File: config.mk
export PLATFORM = sky130hd
export DESIGN_NAME = uart_byte_receiver_flat
export DESIGN_NICKNAME = d
export VERILOG_FILES = /design/src/rtl/uart_pkg.sv /design/src/rtl/uart_byte_receiver_if.sv /design/src/rtl/uart_line_sync.sv /design/src/rtl/uart_byte_receiver.sv /design/src/flat_wrapper.sv
export SDC_FILE = /design/constraint.sdc
export NUM_CORES = 1
export LEC_CHECK = 0
export CORE_MARGIN = 2
export CORE_UTILIZATION = 25
export CTS_CLUSTER_DIAMETER = 40
export DETAILED_ROUTE_END_ITERATION = 8
export HOLD_SLACK_MARGIN = 0.12
export PLACE_DENSITY_LB_ADDON = 0.1
export SYNTH_ARGS = -nofsm -noshare
export SYNTH_HDL_FRONTEND = slang
export SYNTH_SLANG_ARGS = --single-unit
File: constraint.sdc
create_clock -name clock -period 1.8 [get_ports clock]
set_input_delay 0.36 -clock clock [delete_from_list [all_inputs] [get_ports clock]]
set_output_delay 0.36 -clock clock [all_outputs]
set_load 0.05 [all_outputs]
File: src/rtl/uart_pkg.sv
// Shared types and constants for the UART receive path.
package uart_pkg;

    typedef enum logic [2:0] {
        IDLE,
        START,
        DATA,
        STOP,
        BREAK
    } rx_state_t;

    localparam int UART_CLKS_PER_BIT = 50;
    localparam int UART_DATA_BITS    = 8;

    function automatic logic majority3(input logic a, input logic b, input logic c);
        return (a & b) | (a & c) | (b & c);
    endfunction

endpackage

File: src/rtl/uart_byte_receiver_if.sv
// Byte-level output bundle of the UART receiver toward uart_controller.
// rx_valid and rx_framing_error are single-cycle strobes with no ready: the
// consumer must take rx_byte in the rx_valid cycle (it is also held until the next good byte).
interface uart_byte_receiver_if;
    import uart_pkg::*;

    logic [UART_DATA_BITS-1:0] rx_byte;
    logic                      rx_valid;
    logic                      rx_framing_error;
    logic                      rx_busy;

    modport master (output rx_byte, output rx_valid, output rx_framing_error, output rx_busy);
    modport slave  (input  rx_byte, input  rx_valid, input  rx_framing_error, input  rx_busy);

endinterface

File: src/rtl/uart_line_sync.sv
// Multi-stage synchroniser for the asynchronous rx line; resets to the idle (high) level.
module uart_line_sync #(
    parameter int SYNC_STAGES = 2
) (
    input  logic clock,
    input  logic reset_n,
    input  logic uart_rx_pin,
    output logic rxs
);

    logic [SYNC_STAGES-1:0] sync_q;

    always_ff @(posedge clock) begin
        if (!reset_n) begin
            sync_q <= '1;
        end else begin
            sync_q <= {sync_q[SYNC_STAGES-2:0], uart_rx_pin};
        end
    end

    assign rxs = sync_q[SYNC_STAGES-1];

endmodule

File: src/rtl/uart_byte_receiver.sv
// 8N1 oversampling UART receiver: 3-sample majority vote per bit, framing-error
// reporting and break hold-off. Returns to IDLE at mid-stop-bit.
module uart_byte_receiver
    import uart_pkg::*;
#(
    parameter int CLKS_PER_BIT = UART_CLKS_PER_BIT,
    parameter int SYNC_STAGES  = 2
) (
    input  logic                 clock,
    input  logic                 reset_n,
    input  logic                 uart_rx_pin,
    uart_byte_receiver_if.master rx,
    output rx_state_t            dbg_state
);

    localparam int CW  = $clog2(CLKS_PER_BIT);
    localparam int MID = CLKS_PER_BIT / 2;
    localparam logic [CW-1:0] CNT_LAST = CW'(CLKS_PER_BIT - 1);
    localparam logic [CW-1:0] CNT_S0   = CW'(MID - 1);
    localparam logic [CW-1:0] CNT_S1   = CW'(MID);
    localparam logic [CW-1:0] CNT_VOTE = CW'(MID + 1);
    localparam logic [2:0]    LAST_BIT = 3'(UART_DATA_BITS - 1);

    logic                      rxs;
    rx_state_t                 state, state_n;
    logic [CW-1:0]             cnt, cnt_n;
    logic [2:0]                bit_idx, bit_idx_n;
    logic [UART_DATA_BITS-1:0] shift_reg, shift_n;
    logic [UART_DATA_BITS-1:0] byte_q, byte_n;
    logic                      valid_q, valid_n;
    logic                      ferr_q, ferr_n;
    logic                      busy_q;
    logic                      samp_a, samp_b;
    logic                      vote_now, vote;

    uart_line_sync #(.SYNC_STAGES(SYNC_STAGES)) u_line_sync (
        .clock       (clock),
        .reset_n     (reset_n),
        .uart_rx_pin (uart_rx_pin),
        .rxs         (rxs)
    );

    // The third vote sample is the live rxs in the decision cycle.
    assign vote_now = (cnt == CNT_VOTE);
    assign vote     = majority3(samp_a, samp_b, rxs);

    always_ff @(posedge clock) begin
        if (!reset_n) begin
            state     <= IDLE;
            cnt       <= '0;
            bit_idx   <= '0;
            shift_reg <= '0;
            byte_q    <= '0;
            valid_q   <= 1'b0;
            ferr_q    <= 1'b0;
            busy_q    <= 1'b0;
            samp_a    <= 1'b1;
            samp_b    <= 1'b1;
        end else begin
            state     <= state_n;
            cnt       <= cnt_n;
            bit_idx   <= bit_idx_n;
            shift_reg <= shift_n;
            byte_q    <= byte_n;
            valid_q   <= valid_n;
            ferr_q    <= ferr_n;
            busy_q    <= (state != IDLE);
            if (cnt == CNT_S0) samp_a <= rxs;
            if (cnt == CNT_S1) samp_b <= rxs;
        end
    end

    always_comb begin
        state_n   = state;
        cnt_n     = (cnt == CNT_LAST) ? '0 : cnt + 1'b1;
        bit_idx_n = bit_idx;
        shift_n   = shift_reg;
        byte_n    = byte_q;
        valid_n   = 1'b0;
        ferr_n    = 1'b0;
        case (state)
            IDLE: begin
                cnt_n = '0;
                if (!rxs) state_n = START;
            end
            START: begin
                if (vote_now) begin
                    if (!vote) begin
                        state_n   = DATA;
                        bit_idx_n = '0;
                    end else begin
                        state_n = IDLE;
                    end
                end
            end
            DATA: begin
                if (vote_now) begin
                    shift_n = {vote, shift_reg[UART_DATA_BITS-1:1]};
                    if (bit_idx == LAST_BIT) state_n = STOP;
                    else                     bit_idx_n = bit_idx + 3'd1;
                end
            end
            STOP: begin
                if (vote_now) begin
                    if (vote) begin
                        byte_n  = shift_reg;
                        valid_n = 1'b1;
                        state_n = IDLE;
                    end else begin
                        ferr_n  = 1'b1;
                        state_n = BREAK;
                        cnt_n   = '0;
                    end
                end
            end
            BREAK: begin
                // cnt counts consecutive high clocks; any low sample restarts it.
                if (!rxs) begin
                    cnt_n = '0;
                end else if (cnt == CNT_LAST) begin
                    cnt_n   = '0;
                    state_n = IDLE;
                end else begin
                    cnt_n = cnt + 1'b1;
                end
            end
            default: begin
                state_n = IDLE;
                cnt_n   = '0;
            end
        endcase
    end

    assign rx.rx_byte          = byte_q;
    assign rx.rx_valid         = valid_q;
    assign rx.rx_framing_error = ferr_q;
    assign rx.rx_busy          = busy_q;
    assign dbg_state           = state;

endmodule

File: src/flat_wrapper.sv
// flat-port wrapper written by rule: the top's interface ports become plain ports
module uart_byte_receiver_flat import uart_pkg::*;
#(
    parameter int CLKS_PER_BIT = UART_CLKS_PER_BIT,
    parameter int SYNC_STAGES  = 2
)
  (clock, reset_n, uart_rx_pin, dbg_state, rx_rx_byte, rx_rx_valid, rx_rx_framing_error, rx_rx_busy);
  uart_byte_receiver_if rx_i ();
  input  logic clock;
  input  logic reset_n;
  input  logic uart_rx_pin;
  output rx_state_t dbg_state;
  output wire logic [$bits(rx_i.rx_byte)-1:0] rx_rx_byte;
  output wire logic [$bits(rx_i.rx_valid)-1:0] rx_rx_valid;
  output wire logic [$bits(rx_i.rx_framing_error)-1:0] rx_rx_framing_error;
  output wire logic [$bits(rx_i.rx_busy)-1:0] rx_rx_busy;
  assign rx_rx_byte = rx_i.rx_byte;
  assign rx_rx_valid = rx_i.rx_valid;
  assign rx_rx_framing_error = rx_i.rx_framing_error;
  assign rx_rx_busy = rx_i.rx_busy;
  uart_byte_receiver #(.CLKS_PER_BIT(CLKS_PER_BIT), .SYNC_STAGES(SYNC_STAGES)) u_core (.clock(clock), .reset_n(reset_n), .uart_rx_pin(uart_rx_pin), .rx(rx_i), .dbg_state(dbg_state));
endmodule
==> reports/metrics.cfg, run 1 <==
[status]
outcome=complete, no violations

[synthesis]
synth.most_common_cell=dfxtp_1
synth_area_per_cell_sq_um=9.82
mappedNetlistArea_sq_mm=0.00154
netlist_top_cells_count=dfxtp_1 (35), mux2i_1 (17), nor2b_1 (16)
ys_ff_latch=35
async_flop_share_pct=0
synth.area.top_cells=dfxtp_1 (45%), mux2i_1 (11%), nor2b_1 (6.5%), ha_1 (4.9%), nand2_1 (3.4%)
synth_nets=166
yosys_warnings=0
syn_inst=157
synth-edff-count=0
synth_top_area_share_pct=45.5
ys_types=35
ys.flop_type=dfxtp_1
yosysSeqAreaShare_pct=45.5
yosys.area.top_type=dfxtp_1

[critical_path]
critical-path-top-delay-family=compound AO/OA/AOI/OAI gates
crit_fanout=8
path_cells=maj3_2 -> or3_1 -> a211oi_2 -> o22ai_1
worstSetupPathDepth=4
endpoint_kind=register
critPathArrivalTime_ns=1.76
crit_path_max_incr_delay_ns=0.39
cp_num_buf_inv=0
start_kind=register
crit_type=reg2reg
r2r_cells=4
crit_required_ns=1.96
crit_path_top_delay_cell=maj3_2

[grt]
grt_pass1_wl_um=5180
overflow=0
grt_antenna_before_repair=0
grt_pass1_vias=1079
grt_max_degree=23
track_usage_pct=10.3

[sta]
hold_slack_ns=0.413
worst_pin_slew_ns=0.355
slew_headroom_pct=76.3
rsz0062_at_grt=false
hold_viol=0
fmax_mhz=625
setup_viol=0
period_needed_ns=1.60
finalClockSkew_ns=0.00823
slew_violations=0
fin_tns_setup_ns=0
post-route-period-util_pct=88.9

[drt]
route.detailed.drc=0
ant_nets=0
vias=1129
initialDrtViolationCount=68
wl_per_cell_um=12.0
via_per_inst=4.43
first_pass_iters=4
wl_um=3060

[clocking]
cts_htree_levels=2
root_buffer=clkbuf_8
clk_path_buf_depth=2
worst_skew_pair.late_latency_ns=0.29
cts.sinks=35
cts_buffers=5
cts.clk_slew.worst_paths_ns=0.07
cts_tree=done
cts_setup_buffers=0
hold_buffers=0
post_cts_resized=0

[power]
p_leak_nw=0.772
irDropWorstVdd_uv=283
p_per_area_mw_per_mm2=864

[place]
place_inst=247
dp_hpwl_um=2200
routabilityCongestion=0.740
portBuffers=16

[die]
chipHeight_um=82.5
die_x_um=82.5
start_util_pct=25.9
dieArea_sq_mm=0.00681
io_pins=17
fp.coreArea_sq_mm=0.00596
rows=28

[min_path]
hold_path_depth=1
hp-class=reg2reg

[layout]
drive_gt1_share_pct=21.1
nets=188
antenna_cells=0
syn2layout_area_growth_pct=26.3
stdcell_count=255

[flow_run]
maxCapViolations=0

## cells by family after synthesis
logic type	Yosys count	synth area share (%)
compound gates	14	6.98
xor+xnor	5	2.84
fa+ha+maj	7	5.60
buf+inv	14	3.98
flops	35	45.5
mux	17	11.0
simple gates	65	24.1
## cell usage in the layout, fill, tap and decap left out, types with 2 or more instances in the layout
cell	count
bufinv_16	2
clkdlybuf4s50_1	2
nand2_1	14
buf_12	2
mux2i_1	17
nand3_1	6
ha_1	6
inv_1	6
buf_4	19
and4_1	3
nor3_1	6
nor3b_1	4
clkbuf_8	5
dfxtp_1	33
dfxtp_2	2
o211ai_1	3
nor2b_1	16
nor2_1	6
o21ai_1	2
xor2_1	2
xnor2_1	3
nand2b_1	3
## area by class of cell
type / instances / area [sq um]
Clock inverter: 3 / 67.6
Clock buffer: 5 / 68.8
Timing Repair Buffer: 23 / 203
Inverter: 6 / 22.5
Multi-Input combinational cell: 108 / 788
Sequential cell: 35 / 703
Fill cell: 637 / 4010
Tap cell: 75 / 93.8
## per-stage QoR
stage | power, mW | util [%] | instance area, sq um | worst slack, ns
after floorplan | 0.835 | - | 1540 | 0.0277
after global placement | 0.854 | 30.2 | 1800 | 0.123
after detailed placement | 0.855 | 30.2 | 1800 | 0.0886
after CTS | 1.71 | 32.5 | 1940 | 0.0816
after global routing | 1.76 | 32.7 | 1950 | 0.0994
final | 1.68 | 32.7 | 1950 | 0.200
## power breakdown
part,internal [mW],total [mW],leakage (nW),switching [mW]
logic,0.0233,0.0549,0.424,0.0317
registers,0.778,0.783,0.283,0.00438
clock network,0.552,0.845,0.0644,0.293
## layer usage
| layer | up-vias | global-route usage, % | wire length [um] |
|---|---|---|---|
| li1 | 589 | - | - |
| met1 | 523 | 13.5 | 1570 |
| met2 | 15 | 14.8 | 1330 |
| met3 | 2 | 4.24 | 134 |
| met4 | 0 | 4.43 | 23 |
| met5 | - | 0 | 0 |
## worst register-to-register path, delay by kind of cell (launching register included)
family | cells | cell delay [ns]
AO/OA/AOI/OAI | 2 | 0.43
AND/OR/NAND/NOR | 1 | 0.35
adder cells (fa/ha/maj) | 1 | 0.39
flip-flops | 1 | 0.32
## path summary, 6_finish.rpt
kind	startpoint	slack [ns]	end
worst max register to register	u_core.u_line_sync.sync_q[1]	0.20	u_core.bit_idx[0]
worst max-delay path	u_core.u_line_sync.sync_q[1]	0.20	u_core.bit_idx[0]
worst min register to register	u_core.u_line_sync.sync_q[0]	0.41	u_core.u_line_sync.sync_q[1]
worst min-delay path	u_core.u_line_sync.sync_q[0]	0.41	u_core.u_line_sync.sync_q[1]
Note: power is estimated with default switching activity, not from simulation.
==> run 2: changes to the inputs <==
--- a/config.mk
+++ b/config.mk
@@ -5,6 +5,7 @@
 export SDC_FILE = /design/constraint.sdc
 export NUM_CORES = 1
 export LEC_CHECK = 0
+export ABC_CLOCK_PERIOD_IN_PS = 1800
 export CORE_MARGIN = 2
 export CORE_UTILIZATION = 25
 export CTS_CLUSTER_DIAMETER = 40
==> results of run 2 <==
No change in the layout: final DEF, timing and power equal those of run 1.
